[config.mk]
export PLATFORM = sky130hd
export DESIGN_NAME = pipe_sequencer
export DESIGN_NICKNAME = d
export VERILOG_FILES = /design/src/rtl/pipe_sequencer.sv
export SDC_FILE = /design/constraint.sdc
export NUM_CORES = 1
export LEC_CHECK = 0
export CAP_MARGIN = 10
export CORE_UTILIZATION = 23
export CTS_CLUSTER_DIAMETER = 80
export DETAILED_ROUTE_END_ITERATION = 6
export SLEW_MARGIN = 10
export SYNTH_ARGS = -nofsm -noshare
export SYNTH_HDL_FRONTEND = slang
export SYNTH_SLANG_ARGS = --single-unit
[constraint.sdc]
create_clock -name i_clk -period 5.6 [get_ports i_clk]
set_input_delay 0.84 -clock i_clk [delete_from_list [all_inputs] [get_ports i_clk]]
set_output_delay 0.84 -clock i_clk [all_outputs]
set_load 0.1 [all_outputs]
[src/rtl/pipe_sequencer.sv]
// Debug-link run/step/pause sequencer that gates a pipeline and drains it after HALT.
// Build option: define CYCLE_COUNTER_EN to implement the enabled-cycle counter on o_cycle_count.
module pipe_sequencer #(
    parameter int CMD_W        = 8,
    parameter int CNT_W        = 32,
    parameter int DRAIN_CYCLES = 4
) (
    input  logic             i_clk,
    input  logic             i_reset,
    input  logic             i_cmd_valid,
    input  logic [CMD_W-1:0] i_cmd,
    output logic             o_cmd_ready,
    input  logic             i_halt_detected,
    output logic             o_pipe_enable,
    output logic             o_pc_hold,
    output logic             o_report_valid,
    input  logic             i_report_ready,
    output logic             o_done,
    output logic [2:0]       o_state,
    output logic [CNT_W-1:0] o_cycle_count
);

    localparam logic [CMD_W-1:0] CMD_RUN   = CMD_W'(8'h52);
    localparam logic [CMD_W-1:0] CMD_STEP  = CMD_W'(8'h53);
    localparam logic [CMD_W-1:0] CMD_PAUSE = CMD_W'(8'h48);
    localparam logic [CMD_W-1:0] CMD_CLEAR = CMD_W'(8'h43);

    localparam int DW = (DRAIN_CYCLES > 1) ? $clog2(DRAIN_CYCLES) : 1;
    localparam logic [DW-1:0] DRAIN_LAST = DW'(DRAIN_CYCLES - 1);

    typedef enum logic [2:0] {
        S_IDLE   = 3'd0,
        S_RUN    = 3'd1,
        S_STEP   = 3'd2,
        S_DRAIN  = 3'd3,
        S_REPORT = 3'd4,
        S_DONE   = 3'd5
    } state_t;

    state_t          r_state;
    state_t          w_next;
    logic            r_halted;
    logic [DW-1:0]   r_drain_cnt;
    logic            w_accept;
    logic            w_set_halted;
    logic            w_clear;
    logic            w_drain_last;

    // Every output is a pure decode of the state register.
    assign o_cmd_ready    = (r_state == S_IDLE) || (r_state == S_RUN) || (r_state == S_DONE);
    assign o_pipe_enable  = (r_state == S_RUN) || (r_state == S_STEP) || (r_state == S_DRAIN);
    assign o_pc_hold      = (r_state == S_DRAIN);
    assign o_report_valid = (r_state == S_REPORT);
    assign o_done         = (r_state == S_DONE);
    assign o_state        = r_state;

    assign w_accept     = i_cmd_valid && o_cmd_ready;
    assign w_drain_last = (r_drain_cnt == DRAIN_LAST);

    always_comb begin
        w_next       = r_state;
        w_set_halted = 1'b0;
        w_clear      = 1'b0;
        case (r_state)
            S_IDLE: begin
                if (w_accept && i_cmd == CMD_RUN)       w_next = S_RUN;
                else if (w_accept && i_cmd == CMD_STEP) w_next = S_STEP;
            end
            S_RUN: begin
                if (i_halt_detected)                     w_next = S_DRAIN;
                else if (w_accept && i_cmd == CMD_PAUSE) w_next = S_REPORT;
            end
            S_STEP: begin
                w_next = i_halt_detected ? S_DRAIN : S_REPORT;
            end
            S_DRAIN: begin
                if (w_drain_last) begin
                    w_next       = S_REPORT;
                    w_set_halted = 1'b1;
                end
            end
            S_REPORT: begin
                if (i_report_ready) w_next = r_halted ? S_DONE : S_IDLE;
            end
            S_DONE: begin
                if (w_accept && i_cmd == CMD_CLEAR) begin
                    w_next  = S_IDLE;
                    w_clear = 1'b1;
                end
            end
            default: w_next = S_IDLE;
        endcase
    end

    always_ff @(posedge i_clk or posedge i_reset) begin
        if (i_reset) begin
            r_state     <= S_IDLE;
            r_halted    <= 1'b0;
            r_drain_cnt <= '0;
        end else begin
            r_state <= w_next;
            if (w_clear)           r_halted <= 1'b0;
            else if (w_set_halted) r_halted <= 1'b1;
            // Counter rests at zero outside DRAIN so every drain starts fresh.
            if (r_state == S_DRAIN && !w_drain_last) r_drain_cnt <= r_drain_cnt + DW'(1);
            else                                     r_drain_cnt <= '0;
        end
    end

`ifdef CYCLE_COUNTER_EN
    logic [CNT_W-1:0] r_cycle_cnt;

    always_ff @(posedge i_clk or posedge i_reset) begin
        if (i_reset)
            r_cycle_cnt <= '0;
        else if (w_clear)
            r_cycle_cnt <= '0;
        else if (o_pipe_enable && (r_cycle_cnt != '1))
            r_cycle_cnt <= r_cycle_cnt + CNT_W'(1);
    end

    assign o_cycle_count = r_cycle_cnt;
`else
    assign o_cycle_count = '0;
`endif

endmodule

## Yosys cells after proc, flatten, opt, wreduce, memory -nomap -nowiden

Index checks and enable logic that the tools add are counted.

| word-level totals | value |
|---|---|
| register bits after elaboration | 6 |
| input bits | 13 |
| output and inout port bits | 40 |
| word-level logic and storage cells | 50 |

| operators by class | value |
|---|---|
| $add $sub $neg | 1 |
| equal/unequal tests | 15 |
| muxes and demuxes | 17 |
| reductions and logical operators | 14 |

Operators with widths:

| operator | count |
|---|---|
| equality test 8 x 7 -> 1 bit (second input constant) | 4 |
| two-way mux 3 bit | 9 |
| case mux 3 bit (6 select lines) | 1 |
| equality test 3 x 2 -> 1 bit (second input constant) | 2 |
| equality test 3 bit (second input constant) | 2 |
| logical AND 1 bit | 6 |
| two-way mux 1 bit | 6 |
| != test 2 x 1 -> 1 bit (second input constant) | 3 |
| AND reduction 5 bit | 1 |
| logical OR 1 bit | 4 |
| equality test 3 x 1 -> 1 bit (second input constant) | 1 |
| logical NOT 3 bit | 1 |
| != test 3 x 1 -> 1 bit (second input constant) | 1 |
| != test 3 x 2 -> 1 bit (second input constant) | 1 |
| adder 2 x 1 -> 2 bit (second input constant) | 1 |
| equality test 2 bit (second input constant) | 1 |
| two-way mux 2 bit | 1 |
| nonzero test 2 bit | 1 |
| logical NOT 1 bit | 1 |

## Longest topological paths before layout

Gate-level depths: netlist of the first run.

| logic depth | value |
|---|---|
| word-level depth | 8 |
| mapped depth | 6 |
| depth with buffers taken out | 5 |

## Worst setup path after synthesis of the first run

Ideal clock, no wire load.

| path | value |
|---|---|
| path type | reg2out |
| from | register r_state[0] (netlist: o_state[0]) |
| to | output port o_pc_hold |
| arrival | 2536 ps |
| data required time | 4760 ps |
| slack | 2224 ps |
| stages on the path, launching flop included | 4 |
| buffers on the path | 1 |
| path through | dfrtp_1 > buf_4 > nand2_1 > nor2_1 |

| between the ends | value |
|---|---|
| longest elaborated chain between the ends | 1 |

Ends and longest elaborated chain:

| what | RTL line | text |
|---|---|---|
| from (decl) | 40 | `state_t r_state;` |
| from (signal assigned) | 101 | `r_state <= w_next;` |
| equality test 3 x 2 -> 1 bit | 52 | `assign o_pc_hold = (r_state == S_DRAIN);` |
| to (decl) | 15 | `output logic o_pc_hold,` |

Every way passes these cells.

## Worst setup path after layout of the first run

| path | value |
|---|---|
| from | register r_state[1] (netlist: o_state[1]) |
| to | output port o_done |

| between the ends | value |
|---|---|
| longest elaborated chain between the ends | 1 |

Ends and longest elaborated chain:

| what | RTL line | text |
|---|---|---|
| equality test 3 bit | 54 | `assign o_done = (r_state == S_DONE);` |
| to (decl) | 18 | `output logic o_done,` |

Every way passes these cells.

==> run metrics, run 1 <==
status=finished, final reports clean; Die H=60.0 um; initial core utilization=24.8%; Slowest cell on crit path=clkdlybuf4s50_1; slew margin rel.=34.8%; Root Buffer=clkbuf_4; initial antenna violation count=0; gr usage total=just under 9%; fraction of registers with async set/reset=100%; Post-DRT Antenna Nets=0; Yosys cell types=35; CTS buffer count=3; hold crit path type=register to register; clk sinks=6; mean routed wirelength per cell=9.40 um; ys flop type=dfrtp_1; 1st-pass router iterations=4; # hold bufs at CTS=0; crit start category=register; fin crit period=3180 ps; CP required=4760 ps; area of the multi-input gates=454 um2; endpoint type of the worst setup path=output pin; CP max stage delay=around 1100 ps; die footprint=0.00360 mm2; Remaining DRCs=0; vias in the first global route=approximately 530; Seq. cell area=roughly 150 um2; Final Util=between 20 and 30%; DR vias/cell=about 3.9; first-pass GRT wire length=2240 um; CTS clk-pin slew, worst paths=40 ps; Final Hold Fails=0; num ports=53; Post-synth top cells=buf_4 (33), nor2_1 (10), dfrtp_1 (6), inv_1 (6), nand2_1 (5); synth top area cells=buf_4 (32%), dfrtp_1 (19%), nor2_1 (4.8%); largest net degree at the start of global routing=14; final std cells w/o fill=157; Final setup viols=0; Layout area overhead=16.8%; Final TNS setup=0 ps; Initial DRC Count=9; EDFF count, synth=0; number of synthesized register bits=6; CTS max path bufs=2; Pins Over Slew Limit=0; fraction of layout cells with a size suffix above 1=8.85%; GP Congestion=around 0.9; top-count cell post-synth=buf_4; Core Box Area=0.00313 mm2; mean post-synth cell area=8.24 um2; Worst-Margin Slew=around 1000 ps; grt total ovfl=0; nets@finish=between 100 and 150; FP Rows=20; Yosys top cell area share=a little under a third; CTS tree=yes; Resized Gates After CTS=0; skew final=1.73 ps; Post-Syn Area=774 um2; estimated wirelength of the detail-placed design=1220 um; fmax=between 0.3 and 0.4 GHz; synthesized instance count=between 90 and 100; crit share post-route=a little under three fifths; Max Cap Viol=0; port bufs=20; type of the worst setup path=register to output pin; placed instance count=154; number of antenna diodes=0; RSZ-0062 raised after global routing=no; Yosys warnings=0; Synth area leader=buf_4; Horiz. Die Dim=60.0 um; Setup Fix Bufs, Post-CTS=0; CP cell instances=and2b_2, and2_1, clkdlybuf4s50_1; Clock Latency Late Sink=240 ps; Filler cells=approximately 350; number of H-tree levels=1; DR vias=around 610; drt total wl=~1500 um; crit path DAT=around 2300 ps; sequential share of the synthesized area=between 10% and 20%; worst-path fanout max=12
## placed cells by master, fill, tap and decap left out, types with 2 or more instances in the layout
cell	count
a21oi_1	2
clkbuf_4	3
nor2_1	10
mux2_4	2
nor3_1	2
and2_1	2
conb_1	32
inv_1	6
nand2_1	5
clkdlybuf4s50_1	20
dfrtp_1	6
## sequential cells by signal (all words and copies together), names as in the netlist
name / cells
o_state: 3
r_drain_cnt: 2
r_halted: 1
## metal layers
metal  share of wire [%]  GRT usage [%]  up-vias
li1                    -              -      287
met1                  40           8.88      276
met2                  47           14.8       41
met3                  12           6.06        2
met4                0.34           2.33        0
met5                   0              0        -
## stage by stage
step | hold WS (ps) | instance area (um2) | setup slack [ps]
6_report | 433 | 905 | 2420
3_5_place_dp | 428 | 882 | 2560
5_1_grt | 461 | 905 | 2310
3_3_place_gp | 421 | 882 | 2590
2_1_floorplan | 410 | 891 | 2220
4_1_cts | 434 | 905 | 2370
## logic make-up (layout without fill, tap and decap cells)
logic type               after synthesis  count (layout)  share of synthesized area (%)
buffers and inverters                 41              29                           37.0
AND/OR/NAND/NOR                       32              32                           27.3
AO/OA/AOI/OAI                          9               9                           7.92
flip-flops                             6               6                           19.4
adder cells (fa/ha/maj)                2               2                           2.91
multiplexers                           2               2                           3.88
other                                  1              32                          0.484
XOR/XNOR                               1               1                           1.13
## final cells by class
| cell class | count | share of cell area (%) |
|---|---|---|
| tap | 44 | 6.09 |
| sequential | 6 | 16.6 |
| inverter | 6 | 2.49 |
| clock buffer | 3 | 2.49 |
| timing repair buffer | 20 | 22.1 |
| multi-input combinational | 78 | 50.2 |
## worst max-delay path: cells and delay by family (launching register included)
| kind | cells | cell delay, ps |
|---|---|---|
| buffers and inverters | 1 | 1130 |
| AND/OR/NAND/NOR | 2 | 440 |
| flip-flops | 1 | 530 |
## final timing paths
kind | cells after the start | slack, ps | from | to
hold / removal | 1 | 430 | r_drain_cnt[0]$_DFF_PP0_ | r_drain_cnt[0]$_DFF_PP0_
min in group asynchronous | 2 | 820 | i_reset | o_state[0]$_DFFE_PP0P_
setup / recovery | 3 | 2420 | o_state[1]$_DFFE_PP0P_ | o_done
hold reg to reg | 1 | 430 | r_drain_cnt[0]$_DFF_PP0_ | r_drain_cnt[0]$_DFF_PP0_
setup reg to reg | 5 | 3280 | o_state[1]$_DFFE_PP0P_ | o_state[2]$_DFFE_PP0P_
max in group asynchronous | 2 | 4590 | i_reset | r_drain_cnt[1]$_DFF_PP0_
Power of run 1 is left out: the tool's default activity adds up to more than one toggle a clock period on the data nets, which glitch-free logic cannot reach.
==> run 2: changes to the inputs <==
clock period = 2.88 ns   (was 5.6 ns; I/O delays follow)
==> run metrics, run 2 (same netlist as run 1, synthesis figures left out) <==
status=finished, final reports clean; nets@finish=130; gr usage total=a little under 9%; CTS buffer count=3; DR vias=roughly 600; Pins Over Slew Limit=0; routed length on met3=107 um; grt total ovfl=0; Worst R2R End=o_state[0]$_DFFE_PP0P_; met1 wire length=~650 um; estimated wirelength of the detail-placed design=1200 um; Root Buffer=clkbuf_4; skew final=approximately 8 ps; number of antenna diodes=0; Resized Gates After CTS=0; r2r setup slk=640 ps; endpoint type of the worst setup path=register; number of H-tree levels=1; Clock Latency Late Sink=260 ps; CP required=between 3000 and 4000 ps; drt total wl=1470 um; Max Used Layer=met4; die footprint=0.00360 mm2; Initial DRC Count=11; type of the worst setup path=input pin to register; vias in the first global route=515; wire length on met2=a little under 700 um; most frequent cells in the layout=conb_1 (32), clkdlybuf4s50_1 (12), nor2_1 (10), buf_4 (9), inv_1 (6); Post-DRT Antenna Nets=0; initial antenna violation count=0; largest net degree at the start of global routing=13; Remaining DRCs=0; Core Box Area=0.00313 mm2; Horiz. Die Dim=60.0 um; port bufs=20; CTS max path bufs=2; initial core utilization=24.8%; crit path DAT=~2500 ps; fmax=0.422 GHz; most common cell after layout, fill and taps aside=conb_1; Setup Fix Bufs, Post-CTS=0; RSZ-0062 raised after global routing=no; Final Util=approximately 29%; GP Congestion=0.792; FP Rows=20; slew margin rel.=around two thirds; clk sinks=6; worst r2r src=o_state[1]$_DFFE_PP0P_; DR vias/cell=3.74; first-pass GRT wire length=between 2000 and 2500 um; Layout area overhead=16.0%; Final TNS setup=0 ps; Largest register FFs=3; Worst-Margin Slew=493 ps; CTS clk-pin slew, worst paths=50 ps; 1st-pass router iterations=4; fin crit period=2370 ps; R2R depth=5; Final Hold Fails=0; crit start category=input pin; worst-path fanout max=3; Final setup viols=0; fraction of layout cells with a size suffix above 1=18.3%; CTS tree=yes; Filler cells=365; hold crit path type=input pin to asynchronous set/reset pin; num ports=53; mean routed wirelength per cell=9.23 um; Die H=~60 um; Max Cap Viol=0; # hold bufs at CTS=0; crit share post-route=82.3%
## run 2: cell count changes in the layout (fill, tap and decap cells not counted)
| cell | before | now |
|---|---|---|
| clkbuf_1 | 0 | 1 |
| buf_4 | 0 | 9 |
| dfrtp_2 | 0 | 2 |
| clkdlybuf4s50_1 | 20 | 12 |
| dfrtp_1 | 6 | 4 |
## run 2: worst max path at each step
stage,start,endpoint,slack [ps],cells after the start
final,i_cmd[2],o_state[0]$_DFFE_PP0P_,510,6
after global routing,i_cmd[2],o_state[2]$_DFFE_PP0P_,410,6
after CTS,i_cmd[2],o_state[0]$_DFFE_PP0P_,510,6
after detailed placement,i_cmd[2],o_state[0]$_DFFE_PP0P_,230,6
after global placement,i_cmd[6],o_state[0]$_DFFE_PP0P_,280,6
after floorplan,o_state[1]$_DFFE_PP0P_,o_state[0]$_DFFE_PP0P_,30,6
## run 2: final cells by class
type	instances	area [um2]	area share, %
sequential	6	153	17.0
timing repair buffer	21	188	20.9
clock buffer	4	26.3	2.92
tap	44	55.1	6.13
multi-input combinational	78	454	50.6
inverter	6	22.5	2.51
## run 2: routing by layer
layer  GRT usage [%]  up-vias
met4            3.99        0
met1            10.5      269
li1                -      290
met3            2.38        2
met2            14.1       34
met5               0        -
## run 2: stage by stage
step                instance area [um2]  setup slack (ps)  std cells  hold WS, ps
floorplan                           893              30.4        125          223
global placement                    872               282        155          422
detailed placement                  872               234        155          435
CTS                                 898               512        159          402
global route                        898               409        159          414
finish                              898               511        159          394
## run 2: worst max-delay path, cell delays in order
cell             delay [ps]
clkdlybuf4s50_1         450
nand4bb_1               210
nor4b_1                 450
a21boi_0                180
or4_4                   470
mux2_4                  310
Power of run 2 is left out for the same reason.
